`config.mk`:
```
export PLATFORM = sky130hd
export DESIGN_NAME = tank_access_arbiter
export DESIGN_NICKNAME = d
export VERILOG_FILES = /design/src/rtl/tank_access_arbiter.sv
export SDC_FILE = /design/constraint.sdc
export NUM_CORES = 1
export LEC_CHECK = 0
export CORE_MARGIN = 2
export CORE_UTILIZATION = 58
export CTS_CLUSTER_DIAMETER = 40
export DETAILED_ROUTE_END_ITERATION = 12
export GPL_TIMING_DRIVEN = 0
export MAX_ROUTING_LAYER = met4
export PLACE_DENSITY = 0.85
export SYNTH_ARGS = -nofsm -noshare
export SYNTH_HDL_FRONTEND = slang
export SYNTH_SLANG_ARGS = --single-unit
export TNS_END_PERCENT = 100
```
`constraint.sdc`:
```
create_clock -name clk -period 5.94 [get_ports clk]
set_clock_uncertainty 0.1 [all_clocks]
set_input_delay 0.891 -clock clk [delete_from_list [all_inputs] [get_ports clk]]
set_output_delay 0.891 -clock clk [all_outputs]
set_load 0.01 [all_outputs]
```
`src/rtl/tank_access_arbiter.sv`:
```
`default_nettype none
// ============================================================================
// Module      : tank_access_arbiter
// Description : Round-robin sequencer sharing one bounded volume counter
//               between NREQ fill/drain requesters.
// Revision    : 1.0 - initial release
// ============================================================================
module tank_access_arbiter #(
    parameter int NREQ  = 4,
    parameter int CAP   = 400000,
    parameter int CBITS = 19,
    parameter int IDXW  = 2
) (
    input  logic              clk,
    input  logic              rst,
    input  logic [NREQ-1:0]   req,
    input  logic [NREQ-1:0]   dir,
    output logic [NREQ-1:0]   gnt,
    output logic [IDXW-1:0]   gnt_idx,
    output logic [CBITS-1:0]  vol,
    output logic              full,
    output logic              empty,
    output logic              busy,
    output logic              done
);

    localparam int               c_SW       = IDXW + 1;
    localparam logic [c_SW-1:0]  c_NREQ     = c_SW'(NREQ);
    localparam logic [CBITS-1:0] c_CAP      = CBITS'(CAP);
    localparam logic [IDXW-1:0]  c_LAST_IDX = IDXW'(NREQ - 1);
    localparam logic [NREQ-1:0]  c_ONE      = {{(NREQ-1){1'b0}}, 1'b1};

    typedef enum logic [0:0] {
        ST_IDLE  = 1'b0,
        ST_SERVE = 1'b1
    } state_t;

    state_t            r_state;
    state_t            w_state_nxt;
    logic [NREQ-1:0]   r_gnt;
    logic [NREQ-1:0]   w_gnt_nxt;
    logic [IDXW-1:0]   r_gnt_idx;
    logic [IDXW-1:0]   w_idx_nxt;
    logic              r_dir;
    logic              w_dir_nxt;
    logic [CBITS-1:0]  r_vol;
    logic [CBITS-1:0]  w_vol_nxt;
    logic [CBITS-1:0]  w_vol_inc;
    logic [CBITS-1:0]  w_vol_dec;
    logic              r_full;
    logic              r_empty;
    logic              r_done;
    logic              w_done_nxt;

    logic [NREQ-1:0]   w_elig;
    logic              w_pick_vld;
    logic [IDXW-1:0]   w_pick;
    logic [c_SW-1:0]   w_cand;

    assign w_elig    = req & ((dir & {NREQ{~r_full}}) | (~dir & {NREQ{~r_empty}}));
    assign w_vol_inc = r_vol + CBITS'(1);
    assign w_vol_dec = r_vol - CBITS'(1);

    // First eligible index after the last grantee, wrapping modulo NREQ.
    always_comb begin
        w_pick_vld = 1'b0;
        w_pick     = '0;
        w_cand     = '0;
        for (int i = 0; i < NREQ; i++) begin
            w_cand = {1'b0, r_gnt_idx} + c_SW'(i + 1);
            if (w_cand >= c_NREQ) begin
                w_cand = w_cand - c_NREQ;
            end
            if (!w_pick_vld && w_elig[w_cand[IDXW-1:0]]) begin
                w_pick_vld = 1'b1;
                w_pick     = w_cand[IDXW-1:0];
            end
        end
    end

    always_comb begin
        w_state_nxt = r_state;
        w_gnt_nxt   = r_gnt;
        w_idx_nxt   = r_gnt_idx;
        w_dir_nxt   = r_dir;
        w_vol_nxt   = r_vol;
        w_done_nxt  = 1'b0;
        case (r_state)
            ST_IDLE: begin
                if (w_pick_vld) begin
                    w_state_nxt = ST_SERVE;
                    w_gnt_nxt   = c_ONE << w_pick;
                    w_idx_nxt   = w_pick;
                    w_dir_nxt   = dir[w_pick];
                end
            end
            ST_SERVE: begin
                if (!req[r_gnt_idx]) begin
                    w_state_nxt = ST_IDLE;
                    w_gnt_nxt   = '0;
                end else begin
                    w_vol_nxt = r_dir ? w_vol_inc : w_vol_dec;
                    // Boundary ends the grant on the same edge that reaches it.
                    if ((r_dir && (w_vol_inc == c_CAP)) || (!r_dir && (w_vol_dec == '0))) begin
                        w_state_nxt = ST_IDLE;
                        w_gnt_nxt   = '0;
                        w_done_nxt  = 1'b1;
                    end
                end
            end
            default: begin
                w_state_nxt = ST_IDLE;
                w_gnt_nxt   = '0;
            end
        endcase
    end

    always_ff @(posedge clk or negedge rst) begin
        if (!rst) begin
            r_state   <= ST_IDLE;
            r_gnt     <= '0;
            r_gnt_idx <= c_LAST_IDX;
            r_dir     <= 1'b0;
            r_vol     <= '0;
            r_full    <= 1'b0;
            r_empty   <= 1'b1;
            r_done    <= 1'b0;
        end else begin
            r_state   <= w_state_nxt;
            r_gnt     <= w_gnt_nxt;
            r_gnt_idx <= w_idx_nxt;
            r_dir     <= w_dir_nxt;
            r_vol     <= w_vol_nxt;
            r_full    <= (w_vol_nxt == c_CAP);
            r_empty   <= (w_vol_nxt == '0);
            r_done    <= w_done_nxt;
        end
    end

    assign gnt     = r_gnt;
    assign gnt_idx = r_gnt_idx;
    assign vol     = r_vol;
    assign full    = r_full;
    assign empty   = r_empty;
    assign busy    = (r_state == ST_SERVE);
    assign done    = r_done;

endmodule
`default_nettype wire

```
==> flow_summary.yaml <==
critical_path:
  cp.arrival_ps: 3790
  critical_path.endpoint_type: "register"
  critical_path_required_ps: 6060
  crit_fanout: 10
  critPathKind: "input port to register"
  critical_path.startpoint_type: "input port"
yosys:
  syn_area_sq_um: 2440
  ys_top_cells_by_area: "dfrtp_1 28%, xor2_1 5.0%, nand2_1 4.5%, xnor2_1 4.0%, dfstp_2 3.2%"
  ys_ff_latch: 30
  synth_cells: 294
  synth-xor-area-share_pct: 8.98
  synth_top_area_share_pct: 27.7
  synthesis.nets: 307
  yosys_warnings: 0
  synth_top_family_by_area: "simple AND/OR/NAND/NOR gates"
  synthAdderAreaFrac_pct: 1.54
  synth-simple-area-share_pct: 31.1
  yosys.area.top_type: "dfrtp_1"
  synth_ff_type: "dfrtp_1"
  synth_compound_area_share_pct: 16.9
  seq_area_frac_synth_pct: 31.0
  muxShareOfSynthArea_pct: 4.77
  synthArstFlopShare_pct: 100
  synth_commonest_cells: "29 x nand2_1, 27 x dfrtp_1, 18 x nor2_1"
  synth_most_common_cell: "nand2_1"
  netlist-cell-type-count: 58
  synth_edf_count: 0
  syn_area_per_cell_sq_um: 8.29
global_route:
  grt_usage_pct: 34.5
  antenna_found_initial: 0
  grt_start_max_net_pins: 31
  grt_pass1_vias: 2396
  grt_pass1_wl_um: 11600
  overflow: 0
final_layout:
  seqCellArea_sq_um: 754
  multi_input_area_sq_um: 1540
  nFillCells: 306
  final_cells: 390
  syn_to_final_growth_pct: 23.8
  fin_nets: 352
  fin_util_pct: 74.9
  antenna_cells: 0
  drive_gt1_share_pct: 9.12
sta:
  period_needed_ps: 3670
  min_period_over_period_pct: 61.9
  max_freq_ghz: 0.272
  finalHoldViolCount: 0
  rsz0062_at_grt: "no"
  setup_viol: 0
  worst_slew_pin_slew_ps: 674
  finalMaxSlewViolations: 0
  relSlewSlack_pct: 55.1
  hold_ws_ps: 424
  tns_ps: 0
routing:
  drt_iter0_drc: 335
  drt-wirelength-per-cell_um: 19.2
  drt-vias-per-instance: 6.70
  dr.pass1.iters: 5
  drcViolationCount: 0
  wl_um: 7500
  vias: 2612
  ant_nets: 0
floorplan:
  die_h_um: 68.8
  die_w_um: 68.8
  row_count: 23
  initial_core_util_pct: 60.5
  core_sq_um: 4030
  io_pins: 39
  dieArea_sq_um: 4740
hold_path:
  hp-class: "register to register"
clocking:
  cts_root_buf: "clkbuf_8"
  cts_buffer_depth: 2
  holdBufCountCts: 0
  clock-sinks: 30
  cts_setup_buffers: 0
  cts_resized: 0
  cts_tree: "done"
  cts_buffers: 5
  clk_latency_ps: 280
  clk_pin_slew_ps: 70
  h-tree-depth: 2
place:
  placedCellCount: 382
  place_congestion: 0.939
  io_buffers: 38
  dp_hpwl_um: 5360
run:
  cap_violations: 0
power:
  ir_drop_v: 0.000332
  finalPower_uw: 1550
  power.density_nw_per_um2: 513
  p_leak_uw: 0.00117
outcome:
  status: "finished clean"
==> cell usage in the layout, fill, tap and decap left out, types with 4 or more instances in the layout <==
cell,netlist,routed
nor4_1,9,9
nand4b_1,4,4
nor3_1,10,10
a31oi_1,4,4
xor2_1,14,14
mux2i_1,6,6
o2bb2ai_1,4,4
and2_1,6,6
o21ai_0,12,12
o22ai_1,4,4
and3_1,7,7
nand3_1,8,8
dfrtp_1,27,27
a22oi_1,4,4
nand2b_1,4,4
nand2_1,29,29
buf_2,7,8
clkbuf_8,0,6
xnor2_1,11,11
clkdlybuf4s50_1,0,37
inv_1,8,8
or2_2,4,4
a21oi_1,11,11
nand4_1,11,11
clkbuf_1,15,15
nor2_1,18,18
or4_1,6,6
and4_1,6,6
==> final timing paths <==
kind                                 start      end  slack [ps]  cells after the start
worst max-delay path                req[3]     full        2270                      9
worst min-delay path                gnt[3]   gnt[3]         420                      1
worst max register to register  gnt_idx[1]     full        2680                      9
worst min register to register      gnt[3]   gnt[3]         420                      1
max in group asynchronous              rst  vol[11]        4770                      1
min in group asynchronous              rst   vol[3]         540                      1
==> state kept, by name (all words and copies together), names as in the netlist <==
name / cells
r_dir: 1
gnt: 4
empty: 1
done: 1
busy: 1
full: 1
vol: 19
gnt_idx: 2
==> cell type report <==
| cell class | count | share of cell area, % |
|---|---|---|
| clock inverter | 2 | 1.99 |
| inverter | 8 | 0.995 |
| tap | 50 | 2.07 |
| sequential | 30 | 25.0 |
| buffer | 25 | 3.65 |
| multi-input combinational | 231 | 51.1 |
| timing repair buffer | 38 | 12.4 |
| clock buffer | 6 | 2.74 |
==> kinds of logic after synthesis <==
kind of cell               Yosys count
adders and majority gates            3
muxes                                9
xor gates and xnor gates            25
and+or+nand+nor                    134
buffers and inverters               33
DFF                                 30
AOI/OAI and AO/OA                   60
==> stage by stage <==
step	worst slack, ps	area [sq um]
after floorplan	3180	2440
after CTS	2390	3020
final	2270	3020
after global placement	2140	2880
after global routing	2200	3020
after detailed placement	2080	2880
==> layer usage <==
metal | part of all wire [%] | global-route usage [%] | up-vias
met1 | 42 | 43.5 | 1214
met3 | 8.7 | 6.82 | 20
li1 | - | - | 1189
met2 | 47 | 54.3 | 189
met4 | 2.9 | 14.2 | 0
met5 | 0 | - | -
==> critical path, cell delays in order <==
cell and delay (ps):
clkdlybuf4s50_1 470, mux4_2 510, nand2_1 320, clkbuf_1 440
nand2_1 90, o311ai_0 140, o31ai_1 170, nor4b_2 500
and4_1 270
==> report_power, final <==
part           internal [uW]  leakage (uW)  switching (uW)
Sequential               286      0.000373            76.8
Clock                    179     0.0000714            83.3
Combinational            377      0.000724             545
Total                    843       0.00117             705
Power figures use the tool's default switching activity.
